[config.mk]
export PLATFORM = sky130hd
export DESIGN_NAME = srt_div_arbiter_flat
export DESIGN_NICKNAME = d
export VERILOG_FILES = /design/src/rtl/srt_div_arbiter_if.sv /design/src/rtl/srt_div_arbiter.sv /design/src/flat_wrapper.sv
export SDC_FILE = /design/constraint.sdc
export NUM_CORES = 1
export LEC_CHECK = 0
export ABC_AREA = 1
export ABC_CLOCK_PERIOD_IN_PS = 4100
export BUFFER_PORTS_ARGS = -buffer_cell sky130_fd_sc_hd__buf_2
export CORE_UTILIZATION = 40
export CTS_CLUSTER_DIAMETER = 200
export DETAILED_ROUTE_END_ITERATION = 8
export PLACE_DENSITY = 0.71
export SYNTH_ARGS = -nofsm -noshare
export SYNTH_HDL_FRONTEND = slang
export SYNTH_SLANG_ARGS = --single-unit
export TNS_END_PERCENT = 100
[constraint.sdc]
create_clock -name clk -period 4.1 [get_ports clk]
set_clock_uncertainty 0.05 [all_clocks]
set_input_delay 0.205 -clock clk [delete_from_list [all_inputs] [get_ports clk]]
set_output_delay 0.205 -clock clk [all_outputs]
set_load 0.005 [all_outputs]
[src/rtl/srt_div_arbiter_if.sv]
// srt_div_arbiter_if: requester handshakes plus the divider-core start/done bus of the arbiter.
interface srt_div_arbiter_if;
    logic [1:0]  req_valid;
    logic [1:0]  req_ready;
    logic [31:0] req0_dividend;
    logic [31:0] req0_divisor;
    logic [31:0] req1_dividend;
    logic [31:0] req1_divisor;
    logic [1:0]  resp_valid;
    logic [1:0]  resp_ready;
    logic [31:0] resp_quotient;
    logic        resp_err;
    logic        busy;
    logic        div_start;
    logic [31:0] div_dividend;
    logic [31:0] div_divisor;
    logic        div_done;
    logic [31:0] div_quotient;
    modport slave (
        input  req_valid, req0_dividend, req0_divisor, req1_dividend, req1_divisor,
        input  resp_ready, div_done, div_quotient,
        output req_ready, resp_valid, resp_quotient, resp_err, busy,
        output div_start, div_dividend, div_divisor
    );
    modport master (
        output req_valid, req0_dividend, req0_divisor, req1_dividend, req1_divisor,
        output resp_ready, div_done, div_quotient,
        input  req_ready, resp_valid, resp_quotient, resp_err, busy,
        input  div_start, div_dividend, div_divisor
    );
endinterface

[src/rtl/srt_div_arbiter.sv]
// srt_div_arbiter: round-robin sharing of one SRT divider core between two FP32 requesters,
// with a divide-by-zero bypass and a watchdog that aborts a stalled core.
module srt_div_arbiter #(
    parameter int TIMEOUT = 64
) (
    input logic clk,
    input logic rst,
    srt_div_arbiter_if.slave bus
);
    typedef enum logic [1:0] {IDLE, ISSUE, WAIT, RESP} state_t;
    localparam logic [31:0] QNAN = 32'h7fc0_0000;
    localparam logic [7:0] LAST_COUNT = 8'(TIMEOUT - 1);
    state_t state;
    logic last, grant, pick, zero_divisor;
    logic [7:0] count;
    logic [31:0] dividend, divisor, bypass_quotient;
    // On a tie the requester that did not win last time gets the core.
    always_comb begin
        pick = &bus.req_valid ? ~last : bus.req_valid[1];
        dividend = pick ? bus.req1_dividend : bus.req0_dividend;
        divisor = pick ? bus.req1_divisor : bus.req0_divisor;
        zero_divisor = divisor[30:0] == 31'd0;
        bypass_quotient = (dividend[30:0] == 31'd0 || (&dividend[30:23] && |dividend[22:0])) ?
                          QNAN : {dividend[31] ^ divisor[31], 31'h7f80_0000};
        bus.req_ready = (!rst && state == IDLE) ? bus.req_valid & (pick ? 2'b10 : 2'b01) : 2'b00;
        bus.busy = state != IDLE;
    end
    always_ff @(posedge clk or posedge rst) begin
        if (rst) begin
            state <= IDLE;
            last <= 1'b1;
            grant <= 1'b0;
            count <= '0;
            bus.resp_valid <= 2'b00;
            bus.resp_quotient <= '0;
            bus.resp_err <= 1'b0;
            bus.div_start <= 1'b0;
            bus.div_dividend <= '0;
            bus.div_divisor <= '0;
        end else begin
            case (state)
                IDLE: if (|bus.req_valid) begin
                    grant <= pick;
                    last <= pick;
                    bus.div_dividend <= dividend;
                    bus.div_divisor <= divisor;
                    bus.resp_quotient <= bypass_quotient;
                    bus.resp_err <= 1'b0;
                    bus.resp_valid <= zero_divisor ? (pick ? 2'b10 : 2'b01) : 2'b00;
                    bus.div_start <= !zero_divisor;
                    state <= zero_divisor ? RESP : ISSUE;
                end
                ISSUE: begin
                    bus.div_start <= 1'b0;
                    count <= '0;
                    state <= WAIT;
                end
                // A completion arriving on the last watchdog cycle still wins over the abort.
                WAIT: begin
                    count <= count + 8'd1;
                    if (bus.div_done || count == LAST_COUNT) begin
                        bus.resp_quotient <= bus.div_done ? bus.div_quotient : QNAN;
                        bus.resp_err <= !bus.div_done;
                        bus.resp_valid <= grant ? 2'b10 : 2'b01;
                        state <= RESP;
                    end
                end
                RESP: if (bus.resp_ready[grant]) begin
                    bus.resp_valid <= 2'b00;
                    state <= IDLE;
                end
            endcase
        end
    end
endmodule

[src/flat_wrapper.sv]
// flat-port wrapper written by rule: the top's interface ports become plain ports
module srt_div_arbiter_flat 
#(
    parameter int TIMEOUT = 64
)
  (clk, rst, bus_req_valid, bus_req0_dividend, bus_req0_divisor, bus_req1_dividend, bus_req1_divisor, bus_resp_ready, bus_div_done, bus_div_quotient, bus_req_ready, bus_resp_valid, bus_resp_quotient, bus_resp_err, bus_busy, bus_div_start, bus_div_dividend, bus_div_divisor);
  srt_div_arbiter_if bus_i ();
  input logic clk;
  input logic rst;
  input wire logic [$bits(bus_i.req_valid)-1:0] bus_req_valid;
  input wire logic [$bits(bus_i.req0_dividend)-1:0] bus_req0_dividend;
  input wire logic [$bits(bus_i.req0_divisor)-1:0] bus_req0_divisor;
  input wire logic [$bits(bus_i.req1_dividend)-1:0] bus_req1_dividend;
  input wire logic [$bits(bus_i.req1_divisor)-1:0] bus_req1_divisor;
  input wire logic [$bits(bus_i.resp_ready)-1:0] bus_resp_ready;
  input wire logic [$bits(bus_i.div_done)-1:0] bus_div_done;
  input wire logic [$bits(bus_i.div_quotient)-1:0] bus_div_quotient;
  output wire logic [$bits(bus_i.req_ready)-1:0] bus_req_ready;
  output wire logic [$bits(bus_i.resp_valid)-1:0] bus_resp_valid;
  output wire logic [$bits(bus_i.resp_quotient)-1:0] bus_resp_quotient;
  output wire logic [$bits(bus_i.resp_err)-1:0] bus_resp_err;
  output wire logic [$bits(bus_i.busy)-1:0] bus_busy;
  output wire logic [$bits(bus_i.div_start)-1:0] bus_div_start;
  output wire logic [$bits(bus_i.div_dividend)-1:0] bus_div_dividend;
  output wire logic [$bits(bus_i.div_divisor)-1:0] bus_div_divisor;
  assign bus_i.req_valid = bus_req_valid;
  assign bus_i.req0_dividend = bus_req0_dividend;
  assign bus_i.req0_divisor = bus_req0_divisor;
  assign bus_i.req1_dividend = bus_req1_dividend;
  assign bus_i.req1_divisor = bus_req1_divisor;
  assign bus_i.resp_ready = bus_resp_ready;
  assign bus_i.div_done = bus_div_done;
  assign bus_i.div_quotient = bus_div_quotient;
  assign bus_req_ready = bus_i.req_ready;
  assign bus_resp_valid = bus_i.resp_valid;
  assign bus_resp_quotient = bus_i.resp_quotient;
  assign bus_resp_err = bus_i.resp_err;
  assign bus_busy = bus_i.busy;
  assign bus_div_start = bus_i.div_start;
  assign bus_div_dividend = bus_i.div_dividend;
  assign bus_div_divisor = bus_i.div_divisor;
  srt_div_arbiter #(.TIMEOUT(TIMEOUT)) u_core (.clk(clk), .rst(rst), .bus(bus_i));
endmodule
==> summary.txt <==
Status: finished clean
CTS max path bufs: 2
Gr ovfl total: 0
Setup-failing EPs final: 0
Worst hold path endpoint: u_core.bus.resp_quotient[8]$_DFFE_PP0P_
DIE HEIGHT: 121 um
#FFs+latches synth: 112
R2r endpoint: u_core.state[1]$_DFFE_PP0P_
Area leader, netlist: dfrtp_1
WHS Path Cells: 3
Clk pin slew, worst setup/hold paths: 0.07 ns
Max_cap viols: 0
Gr usage total: 22.7%
Filler instances: 1363
Measured slew at the worst slew-check pin: 0.772 ns
P_leak: 4.03 nW
RSZ-0062 raised after global routing: false
CTS Hold Buffers Added: 1
Drt initial violations: 307
Most common library cells after synthesis: nand2_1 (241), dfrtp_1 (111), o21ai_0 (105)
Pwr Density: 649 nW/um^2
Dpl cells: 1169
Largest net degree at the start of global routing: 84
Routed via count: 5760
Routed wire length: 16200 um
Initial core utilization: 41.0%
Area growth, synth to finish: 30.5%
Final Critical Period: 3.10 ns
Ys Warns: 0
RR Startpoint: u_core.last$_DFFE_PP1P_
Setup TNS: 0 ns
Fin crit share: 75.5%
Reg2reg path depth: 11
Port buffer count: 269
Fin. max-slew vios: 0
Top Ports: 270
Post-CTS Setup Inserts: 0
Number of hold violations in the final report: 0
Die ar.: 14600 um^2
First-pass GRT wire length: 25900 um
CTS tree: built
Seq/Total Area, Yosys: 49.5%
Net count after synthesis: 927
CP Class: flip-flop to output port
Most frequent cell after synthesis: nand2_1
CP Capture Type: output port
Die X-Extent: 121 um
Worst Path Required: 3.85 ns
Syn Area/Cell: 7.52 um^2
DR pass1 iterations: 5
Cell count after synthesis: 754
Critical path fanouts, max: 83
DRC viols: 0
Max-slew headroom: 48.6%
Netlist cell types: 34
Startpoint types: flip-flop
Fin cells: 1188
Fmax: 0.323 GHz
Hold Crit Class: input pin to flip-flop
Vias in the first global route: 5438
Asr flop ratio synth: 100%
Top FF cell, synth: dfrtp_1
H-tree depth: 3
Flop2flop setup slack: 1.20 ns
Total core area: 13800 um^2
Max rail drop VDD: 0.000311 V
Final HPWL DP: 12200 um
Post-route ant nets: 0
Synth top area share: 49.0%
Post-CTS Resized: 0
Finished Core Util: 53.5%
Mapped cell area: 5670 um^2
CP Data Arrival Time: 2.84 ns
CTS buffer count: 9
Synth top area cells: dfrtp_1 (49%), nand2_1 (16%), o21ai_0 (9.3%)
Global placer's final weighted congestion: 0.848
Via-to-Cell Ratio: 4.85
Per-cell routed wire length: 13.6 um
CTS Sinks: 112
Layout cells sized above 1: 30.0%
Min-delay src: bus_div_quotient[8]
EDFF count, synth: 0
Post-layout nets: 1174
Row Count: 43
Initial antenna violation count: 2
Worst skew pair latency: 0.35 ns
Clk root buf: clkbuf_16
-- cells in the final DEF (no fill, tap or decap), drive strengths merged --
cell and n:
o21a 1, a31oi 17, or2 12, diode 2
buf 275, ha 6, xor2 1, xnor2 1
nor3 6, inv 68, o211ai 2, nor2 73
clkinv 4, o22ai 1, dfrtp 111, nand3 30
dlygate4sd3 1, a21boi 2, nand2 243, clkinvlp 1
a211oi 1, dfstp 1, nand4 2, a21oi 11
clkbuf 9, o21ai 124, nor4 1, nand3b 2
-- area by class of cell --
cell class              instances  area, um^2  area share (%)
diodes                          2        5.00          0.0677
flip-flops and latches        112        2800            37.9
well taps                     180         225            3.05
repair buffers                276        1400            18.9
multi-input cells             536        2430            32.9
inverters                      66         250            3.38
clock buffers                   9         225            3.05
clock inverters                 7        55.1           0.744
-- through the flow --
stage	power (W)	setup slack [ns]	hold slack [ns]	cell area (um^2)
detailed placement	0.00400	1.20	0.249	7100
CTS	0.00485	0.970	0.0502	7390
finish	0.00480	1.00	0.0611	7400
floorplan	0.00313	0.888	0.315	5670
global route	0.00523	0.829	0.0525	7400
global placement	0.00396	1.29	0.257	7100
-- cells by family after synthesis --
group	after synthesis	synth area share (%)
AOI/OAI and AO/OA	159	14.8
xor gates and xnor gates	2	0.309
adders and majority gates	6	1.32
buffers and inverters	106	7.79
DFF	112	49.5
and+or+nand+nor	369	26.3
-- routing by layer --
metal,vias to the layer above,share of wire [%],track usage [%]
met3,43,6.8,4.89
li1,2915,-,-
met5,-,0,0
met1,2579,43,28.3
met2,223,47,37.4
met4,0,3.8,10.6
-- power by group --
group	total [W]	leakage, nW	switching, W	internal, W
clock network	0.000835	0.138	0.000416	0.000419
logic	0.00209	2.51	0.00127	0.000820
registers	0.00188	1.38	0.000262	0.00162
total	0.00480	4.03	0.00195	0.00286
-- flip-flops by register name, indices dropped and copies added, names as in the netlist --
signal,cells
u_core.grant,1
u_core.bus.resp_valid,2
u_core.bus.div_divisor,32
u_core.bus.div_start,1
u_core.bus.resp_err,1
u_core.bus.div_dividend,32
u_core.bus.resp_quotient,32
u_core.last,1
u_core.count,8
u_core.state,2
-- critical path, stage by stage, from the launching register on --
cell and delay [ns]:
dfstp_2 0.54, nand2_2 0.26, nand2_4 0.69, inv_2 0.31, nor4_1 0.48, buf_2 0.21
-- worst max-delay path by stage --
stage	start	to	slack, ns	cells after the start
2_1_floorplan	rst	u_core.bus.div_dividend[0]$_DFFE_PP0P_	0.89	1
3_3_place_gp	u_core.last$_DFFE_PP1P_	u_core.bus.resp_valid[0]$_DFFE_PP0P_	1.29	11
3_5_place_dp	u_core.last$_DFFE_PP1P_	u_core.bus.resp_valid[1]$_DFFE_PP0P_	1.20	11
4_1_cts	u_core.last$_DFFE_PP1P_	bus_req_ready[0]	0.97	5
5_1_grt	u_core.last$_DFFE_PP1P_	bus_req_ready[0]	0.83	5
6_report	u_core.last$_DFFE_PP1P_	bus_req_ready[0]	1.00	5
(Power assumes the default switching activity.)
